$ cat src/rtl/ysyx_23060061_ifu_pkg.sv
// Shared definitions for the instruction fetch unit: FSM encoding, response codes,
// and the instruction substituted for faulting fetches.
package ysyx_23060061_ifu_pkg;

    typedef enum logic [1:0] {
        IDLE = 2'd0,
        ADDR = 2'd1,
        DATA = 2'd2,
        HOLD = 2'd3
    } ifu_state_e;

    localparam logic [1:0]  RESP_OKAY = 2'b00;
    localparam logic [31:0] NOP_INST  = 32'h00000013;

    function automatic logic pc_misaligned(input logic [1:0] pc_lsb);
        return pc_lsb != 2'b00;
    endfunction

endpackage

$ cat src/rtl/ysyx_23060061_ifu.sv
// Instruction fetch unit: owns the fetch PC, issues one AXI4-Lite style read per
// instruction, and holds the returned word for the decoder until it is consumed.
module ysyx_23060061_ifu
    import ysyx_23060061_ifu_pkg::*;
#(
    parameter int                ADDR_W   = 32,
    parameter logic [ADDR_W-1:0] RESET_PC = 32'h80000000
) (
    input  logic              clk,
    input  logic              rst,
    input  logic              npc_valid,
    input  logic [ADDR_W-1:0] npc,
    output logic              npc_ready,
    input  logic              redirect,
    input  logic [ADDR_W-1:0] redirect_pc,
    output logic [ADDR_W-1:0] araddr,
    output logic              arvalid,
    input  logic              arready,
    input  logic [31:0]       rdata,
    input  logic [1:0]        rresp,
    input  logic              rvalid,
    output logic              rready,
    output logic [31:0]       inst,
    output logic [ADDR_W-1:0] inst_pc,
    output logic              inst_fault,
    output logic              inst_valid,
    input  logic              inst_ready
);

    ifu_state_e        state_q, state_d;
    logic [ADDR_W-1:0] pc_q, pc_d;
    logic [ADDR_W-1:0] rpc_q, rpc_d;
    logic [31:0]       inst_q, inst_d;
    logic              fault_q, fault_d;
    logic              start_q, start_d;
    logic              kill_q, kill_d;
    logic              misaligned;

    assign misaligned = pc_misaligned(pc_q[1:0]);

    always_comb begin
        state_d = state_q;
        pc_d    = pc_q;
        rpc_d   = rpc_q;
        inst_d  = inst_q;
        fault_d = fault_q;
        start_d = start_q;
        kill_d  = kill_q;
        unique case (state_q)
            IDLE: begin
                if (redirect) begin
                    pc_d    = redirect_pc;
                    start_d = 1'b0;
                    state_d = ADDR;
                end else if (start_q) begin
                    start_d = 1'b0;
                    state_d = ADDR;
                end else if (npc_valid) begin
                    pc_d    = npc;
                    state_d = ADDR;
                end
            end
            ADDR: begin
                if (misaligned) begin
                    // No request is on the bus yet, so a redirect can simply retarget.
                    if (redirect) begin
                        pc_d = redirect_pc;
                    end else begin
                        fault_d = 1'b1;
                        inst_d  = NOP_INST;
                        state_d = HOLD;
                    end
                end else begin
                    // arvalid is already up: keep the old address until accepted and
                    // park the new target in rpc_q until the stale response drains.
                    if (redirect) begin
                        kill_d = 1'b1;
                        rpc_d  = redirect_pc;
                    end
                    if (arready) state_d = DATA;
                end
            end
            DATA: begin
                if (redirect) begin
                    kill_d = 1'b1;
                    rpc_d  = redirect_pc;
                end
                if (rvalid) begin
                    if (redirect) begin
                        kill_d  = 1'b0;
                        pc_d    = redirect_pc;
                        state_d = ADDR;
                    end else if (kill_q) begin
                        kill_d  = 1'b0;
                        pc_d    = rpc_q;
                        state_d = ADDR;
                    end else begin
                        inst_d  = rdata;
                        fault_d = (rresp != RESP_OKAY);
                        state_d = HOLD;
                    end
                end
            end
            HOLD: begin
                if (redirect) begin
                    pc_d    = redirect_pc;
                    state_d = ADDR;
                end else if (inst_ready) begin
                    state_d = IDLE;
                end
            end
        endcase
    end

    always_ff @(posedge clk or negedge rst) begin
        if (!rst) begin
            state_q <= IDLE;
            pc_q    <= RESET_PC;
            rpc_q   <= RESET_PC;
            inst_q  <= 32'h0;
            fault_q <= 1'b0;
            start_q <= 1'b1;
            kill_q  <= 1'b0;
        end else begin
            state_q <= state_d;
            pc_q    <= pc_d;
            rpc_q   <= rpc_d;
            inst_q  <= inst_d;
            fault_q <= fault_d;
            start_q <= start_d;
            kill_q  <= kill_d;
        end
    end

    // All bus and decoder outputs come from registered state only.
    assign arvalid    = (state_q == ADDR) && !misaligned;
    assign araddr     = pc_q;
    assign rready     = (state_q == DATA);
    assign inst_valid = (state_q == HOLD);
    assign npc_ready  = (state_q == IDLE) && !start_q && !redirect;
    assign inst       = inst_q;
    assign inst_pc    = pc_q;
    assign inst_fault = fault_q;

endmodule

$ cat config.mk
export PLATFORM = sky130hd
export DESIGN_NAME = ysyx_23060061_ifu
export DESIGN_NICKNAME = d
export VERILOG_FILES = /design/src/rtl/ysyx_23060061_ifu_pkg.sv /design/src/rtl/ysyx_23060061_ifu.sv
export SDC_FILE = /design/constraint.sdc
export NUM_CORES = 1
export LEC_CHECK = 0
export BUFFER_PORTS_ARGS = -buffer_cell sky130_fd_sc_hd__buf_2
export CORE_MARGIN = 2
export CORE_UTILIZATION = 40
export DETAILED_ROUTE_END_ITERATION = 16
export PLACE_DENSITY = 0.71
export SLEW_MARGIN = 20
export SYNTH_ARGS = -nofsm -noshare
export SYNTH_HDL_FRONTEND = slang
export SYNTH_SLANG_ARGS = --single-unit
$ cat constraint.sdc
create_clock -name clk -period 2.93 [get_ports clk]
set_input_delay 0.293 -clock clk [delete_from_list [all_inputs] [get_ports clk]]
set_output_delay 0.293 -clock clk [all_outputs]
set_load 0.05 [all_outputs]
==> impl_metrics.ini, run 1 <==
[cells_and_area]
final_nets = 756
areaGrowthSynthToFinish_pct = 23.3
mostFrequentLayoutCells = 204 x buf_2, 126 x nand2_1, 97 x dfrtp_1, 69 x o21ai_0, 33 x mux2i_1
layout-drive-gt1-share_pct = 41.2
mostFrequentLayoutCell = buf_2
nFillCells = 1143
multiInputGateArea_um2 = 1980
regArea_um2 = 2530

[timing]
finalSetupViolations = 0
hold_viol = 0
finalSetupTns_ns = 0
max_freq_ghz = 0.403
tightest_slew_ns = 1.05
drv_slew = 0
skew_ns = 0.00820
slew-limit-headroom_pct = 30.0
period_share_pct = 84.7
period_needed_ns = 2.48
rsz0062_at_grt = false

[cts]
cts.clk_slew.worst_paths_ns = 0.07
cts_hold_buffers = 1
clock_path_buffers = 2
htree_num_levels = 3
clk_latency_ns = 0.34
cts_sinks = 101
cts_resized = 0
cts_buffers = 9
cts_tree = yes
postCtsSetupBuffers = 0
ctsRootBufferMaster = clkbuf_16

[critical_path]
cp-start-kind = flip-flop
reg2reg_depth = 6
cp.arrival_ns = 2.19
crit_type = flip-flop to output port
worst_r2r_startpoint = state_q[1]
r2r-end = rpc_q[30]
required_ns = 2.64
reg2reg_slack_ns = 0.80
cp-end-kind = output port
cp_max_fo = 31

[global_route]
grt_pass1_wl_um = 18500
grtUsageMet3_pct = 3.92
grt.busiest_layer = met2
grtUsageTotal_pct = 17.7
grt_pass1_vias = 3735
overflow = 0
met1_usage_pct = 22.7
antenna_found_initial = 1
grt_max_degree = 67
use_met2_pct = 29.6

[synthesis]
async_reset_ff_share_pct = 100
ys_ff_latch = 101
ys.flop_type = dfrtp_1
yosysSeqAreaShare_pct = 50.7
yosys_warnings = 0
synthesis.area_um2 = 5000
synth_edf_count = 0
avgSynthCellArea_um2 = 10.2
ys_top_cells_by_area = dfrtp_1 49%, nand2_1 9.5%, mux2_4 8.7%
synth_fp_nets = 595
synthCells = 490
yosys.area.top_type = dfrtp_1
yosysUniqueCellTypes = 35
yosys.area.top_type_share_pct = 49.1

[hold_path]
holdCritStartpoint = rdata[6]
holdPathEnd = inst[6]
hold_path.class = primary input to flip-flop
whs_path_depth = 3

[routing]
routed_wl_um = 11600
drc = 0
wire_per_inst_um = 14.1
vias_per_cell = 4.68
dr.pass1.iters = 4
drt_iter0_markers = 124
vias = 3858
drt.antenna.violating_nets = 0

[floorplanning]
initial_utilization_pct = 41.3
num_io_pins = 206
design.core.area_um2 = 12100
row_count = 40
die_width_um = 116
die-area_um2 = 13400
die_h_um = 116

[placement]
globalplace.congestion = 0.730
numPortBuffers = 205
dp_hpwl_um = 8530

[job]
cap_violations = 0

[status]
status = finished clean
==> area by class of cell <==
class | instances | area share [%]
sequential | 101 | 41.1
antenna | 1 | 0.0406
timing repair buffer | 215 | 18.2
multi-input combinational | 319 | 32.1
clock buffer | 11 | 4.10
clock inverter | 4 | 0.772
inverter | 5 | 0.325
tap | 168 | 3.41
==> registers in the layout, indices dropped and copies added (netlist names) <==
register,cells
start_q,1
state_q,2
rpc_q,32
kill_q,1
araddr,32
inst_fault,1
inst,32
==> critical path, stage by stage (launching register included) <==
cell,delay (ns)
dfrtp_2,0.44
buf_4,0.37
nand2b_1,0.23
inv_1,0.16
buf_4,0.31
buf_2,0.32
==> synth_stat cells (2+ instances only) <==
library cell and n:
mux2_4 29, clkbuf_1 11, mux2_2 3, o21ai_1 29
inv_1 4, or3_1 2, nor2_1 5, a21oi_1 4
buf_2 8, dfstp_2 3, buf_4 33, buf_6 13
nand2b_1 2, mux2i_1 33, o21ai_0 69, nand2_1 126
dfrtp_1 98
==> per-layer routing <==
layer  up-vias  routed length [um]
met3        14                 749
met1      1773                5320
li1       1934                   -
met5         -                   0
met2       137                5350
met4         0                 182
==> worst max-delay path by stage <==
stage                    start    endpoint  slack (ns)  cells after the start
global placement    state_q[1]   rpc_q[30]        0.82                      6
detailed placement  state_q[1]   rpc_q[30]        0.77                      6
global route        state_q[1]      rready        0.29                      5
CTS                 state_q[1]      rready        0.41                      5
finish              state_q[1]      rready        0.45                      5
floorplan           state_q[1]  state_q[0]         0.1                      5
==> through the flow <==
stage          hold slack [ns]  setup WS [ns]  cell area [um^2]  std cells  utilization [%]
2_1_floorplan         -0.00259         0.0956              5000        490                -
3_3_place_gp             0.271          0.816              5850        807             48.3
3_5_place_dp             0.278          0.769              5850        807             48.3
4_1_cts                  0.176          0.405              6160        823             50.9
5_1_grt                  0.186          0.288              6160        823             50.9
6_report                 0.189          0.449              6160        824             50.9
==> cells by family after synthesis <==
family | synth area share (%)
AND/OR/NAND/NOR | 11.6
flip-flops | 50.7
multiplexers | 16.0
AO/OA/AOI/OAI | 11.8
buffers and inverters | 9.92
Power of run 1 is left out: the tool's default activity adds up to more than one toggle a clock period on the data nets, which glitch-free logic cannot reach.
==> run 2: changes to the inputs <==
- clock period: 2.93 -> 2.51 ns (I/O delays scaled with it)
==> run 2 against run 1 <==
Against the previous run: critical path depth unchanged; design area is 0.57% higher; wire length increased by 3.0%; critical endpoint is now rpc_q[30]; sequential cell count did not move; global-route usage decreased by 0.10 points; utilization up 0.29 points.
==> impl_metrics.ini, run 2 (same netlist as run 1, synthesis figures left out) <==
[critical_path]
reg2reg_slack_ns = 0.29
worst_r2r_startpoint = state_q[0]
r2r-end = rpc_q[30]
cp.arrival_ns = 2.44
cp-start-kind = flip-flop
cp_max_fo = 20
worst_path_max_delay_cell = o21ai_4
required_ns = 2.73
reg2reg_depth = 5
cp_cell_sequence = nand2b_1 -> inv_1 -> o21ai_4 -> buf_12 -> mux2_2
cp-end-kind = flip-flop
slowest_delay_ns = 0.61
crit_type = flip-flop to flip-flop

[timing]
finalSetupTns_ns = 0
hold_viol = 0
skew_ns = 0.00738
tightest_slew_ns = 0.740
rsz0062_at_grt = false
period_needed_ns = 2.22
max_freq_ghz = 0.451
drv_slew = 0
finalSetupViolations = 0
holdWs_ns = 0.155
period_share_pct = 88.4
slew-limit-headroom_pct = 50.5

[cells_and_area]
utilization_pct = 51.2
multiInputGateArea_um2 = 1990
n_antenna_cell = 0
regArea_um2 = 2530
nFillCells = 1126
mostFrequentLayoutCell = buf_2
layout-drive-gt1-share_pct = 41.0
final_nets = 756
mostFrequentLayoutCells = 204 x buf_2, 126 x nand2_1, 97 x dfrtp_1, 69 x o21ai_0, 33 x mux2i_1
areaGrowthSynthToFinish_pct = 24.0

[global_route]
overflow = 0
grtUsageTotal_pct = 17.6
grt_max_degree = 67
grt_pass1_vias = 3798
grt_pass1_wl_um = 18600
antenna_found_initial = 0

[routing]
wire_per_inst_um = 14.5
vias = 3934
drc = 0
drt_iter0_markers = 166
dr.pass1.iters = 4
drt.antenna.violating_nets = 0
routed_wl_um = 11900
vias_per_cell = 4.77

[floorplanning]
row_count = 40
die_width_um = 116
die-area_um2 = 13400
die_h_um = 116
num_io_pins = 206
design.core.area_um2 = 12100
initial_utilization_pct = 41.3

[cts]
ctsRootBufferMaster = clkbuf_16
cts.clk_slew.worst_paths_ns = 0.07
postCtsSetupBuffers = 0
htree_num_levels = 3
cts_sinks = 101
cts_resized = 0
cts_tree = yes
clk_latency_ns = 0.34
clock_path_buffers = 2
cts_buffers = 9

[placement]
globalplace.congestion = 0.809
dp_hpwl_um = 8640
numPortBuffers = 205

[status]
status = finished clean

[hold_path]
hold_path.class = primary input to flip-flop
whs_path_depth = 2
holdCritStartpoint = redirect_pc[13]
holdPathEnd = rpc_q[13]

[job]
cap_violations = 0
-- run 2: final cells by class --
class	instances	area share, %
multi-input combinational	319	32.2
clock inverter	3	0.747
tap	168	3.39
timing repair buffer	215	18.5
inverter	5	0.323
clock buffer	13	4.04
sequential	101	40.9
-- run 2: routing by layer --
layer	vias to the layer above	track usage [%]	part of all wire, %	routed length, um
met5	-	0	0	0
met4	0	5.79	1.3	153
met3	11	2.93	5.9	701
met2	144	30.5	48	5730
met1	1842	22.5	45	5370
li1	1937	-	-	-
-- run 2: worst max path at each step --
stage                     cells past startpoint        from  slack (ns)          to
after floorplan                               5  state_q[1]        0.35  state_q[0]
after global placement                        5  state_q[0]        0.38   rpc_q[29]
after detailed placement                      5  state_q[0]        0.32   rpc_q[30]
after CTS                                     5  state_q[0]        0.32   rpc_q[30]
after global routing                          5  state_q[0]        0.19   rpc_q[29]
final                                         5  state_q[0]        0.29   rpc_q[30]
-- run 2: critical path: cells and delay by family, from the launching register on --
kind	cells	cell delay, ns
muxes	1	0.35
buffers and inverters	2	0.36
AOI/OAI and AO/OA	1	0.61
and+or+nand+nor	1	0.18
DFF	1	0.58
-- run 2: per-stage QoR --
step | area, um^2 | setup slack [ns] | instances
floorplan | 5000 | 0.347 | 490
global placement | 5880 | 0.381 | 807
detailed placement | 5880 | 0.317 | 807
CTS | 6190 | 0.319 | 824
global route | 6200 | 0.193 | 824
finish | 6200 | 0.292 | 824
-- run 2: timing repair --
item                                    CTS  global route
endpoints found under the setup margin    0             0
hold buffers                              1             0
hold endpoints to repair                 23             0
Power of run 2 is left out for the same reason.
==> run 3: changes to the inputs <==
- CORE_UTILIZATION: 40 -> 49
- PLACE_DENSITY: 0.71 -> 0.84
==> run 3 against run 2 <==
Against the previous run: hold slack lost 0.038 ns; critical path depth is the same; die area shrank 18%; largest cell class unchanged; non-clock buffer count grew 2; highest routed layer unchanged; fmax shrank 0.22%; cell count shrank 4.0%; critical endpoint unchanged; clock skew grew 0.0082 ns.
==> impl_metrics.ini, run 3 (same netlist as run 1, synthesis figures left out) <==
[status]
status = finished clean

[critical_path]
cp_cell_sequence = nand2b_1 -> inv_1 -> o21ai_4 -> buf_12 -> mux2_2
required_ns = 2.74
cp_num_buf_inv = 2
cp-end-kind = flip-flop
worst_path_max_delay_cell = o21ai_4
critPathTopFamily = compound AO/OA/AOI/OAI gates
slowest_delay_ns = 0.63
cp-start-kind = flip-flop
cp.arrival_ns = 2.46
crit_type = flip-flop to flip-flop
cp_max_fo = 19

[timing]
holdWs_ns = 0.117
finalSetupTns_ns = 0
skew_ns = 0.0156
finalSetupViolations = 0
period_needed_ns = 2.22
slew-limit-headroom_pct = 47.9
hold_viol = 0
period_share_pct = 88.5
setup_slack_ns = 0.287
max_freq_ghz = 0.450
rsz0062_at_grt = false
drv_slew = 0
tightest_slew_ns = 0.779

[cts]
clock_path_buffers = 2
cts_tree = yes
clk_latency_ns = 0.36
ctsRootBufferMaster = clkbuf_8
cts.clk_slew.worst_paths_ns = 0.10
cts_buffers = 9
postCtsSetupBuffers = 0
cts_sinks = 101
htree_num_levels = 3

[hold_path]
hold_path.class = primary input to flip-flop

[cells_and_area]
nFillCells = 845
areaGrowthSynthToFinish_pct = 21.5
fin_cells = 791
final_nets = 758
mostFrequentLayoutCells = 204 x buf_2, 126 x nand2_1, 97 x dfrtp_1, 69 x o21ai_0, 33 x mux2i_1
mostFrequentLayoutCell = buf_2
regArea_um2 = 2530
n_antenna_cell = 0
layout-drive-gt1-share_pct = 41.5
multiInputGateArea_um2 = 1980

[placement]
numPortBuffers = 205
preCtsSetupSlack_ns = 0.295
dp_hpwl_um = 8870
dp.cells = 774
globalplace.congestion = 0.753

[routing]
vias = 4013
drt.antenna.violating_nets = 0
vias_per_cell = 5.07
dr.pass1.iters = 4
drc = 0
wire_per_inst_um = 15.1
routed_wl_um = 11900
drt_iter0_markers = 300

[global_route]
grt_pass1_vias = 3959
antenna_found_initial = 0
grt_max_degree = 67
grt_pass1_wl_um = 19600
overflow = 0
grtUsageTotal_pct = 22.1

[job]
cap_violations = 0

[floorplanning]
die_h_um = 105
num_io_pins = 206
design.core.area_um2 = 9820
row_count = 36
initial_utilization_pct = 50.9
die-area_um2 = 11000
die_width_um = 105
-- run 3: per-layer routing --
layer	GRT usage (%)	wire (um)	vias to the layer above
li1	-	-	1936
met1	28.2	5050	1904
met2	37.0	5950	157
met3	5.43	744	16
met4	6.86	194	0
met5	0	0	-
-- run 3: worst paths after layout --
| path | from | to | slack (ns) | cells past startpoint |
|---|---|---|---|---|
| max | state_q[0] | rpc_q[30] | 0.29 | 5 |
| min | rdata[5] | inst[5] | 0.12 | 3 |
| max reg2reg | state_q[0] | rpc_q[30] | 0.29 | 5 |
| min reg2reg | start_q | start_q | 0.49 | 1 |
| max in group asynchronous | rst | rpc_q[22] | 1.38 | 3 |
| min in group asynchronous | rst | araddr[15] | 0.46 | 2 |
-- run 3: final cells by class --
type	instances	share of cell area [%]
sequential	101	41.7
multi-input combinational	319	32.7
timing repair buffer	217	19.3
tap	133	2.74
clock buffer	10	2.10
clock inverter	6	1.13
inverter	5	0.330
-- run 3: worst min-delay path: cells and delay by family --
family,cells,cell delay (ns)
AND/OR/NAND/NOR,1,0.04
buffers and inverters,1,0.09
AO/OA/AOI/OAI,1,0.06
-- run 3: through the flow --
stage                     util, %  instance area [um^2]
after detailed placement     59.7                  5860
after CTS                    61.8                  6070
after global placement       59.7                  5860
final                        61.8                  6070
after global routing         61.8                  6070
after floorplan                 -                  5000
-- run 3: timing repair --
action / in CTS / in global routing
gates resized for setup: 0 / 0
hold buffers: 1 / 0
hold endpoints to repair: 44 / 0
Power of run 3 is left out for the same reason.
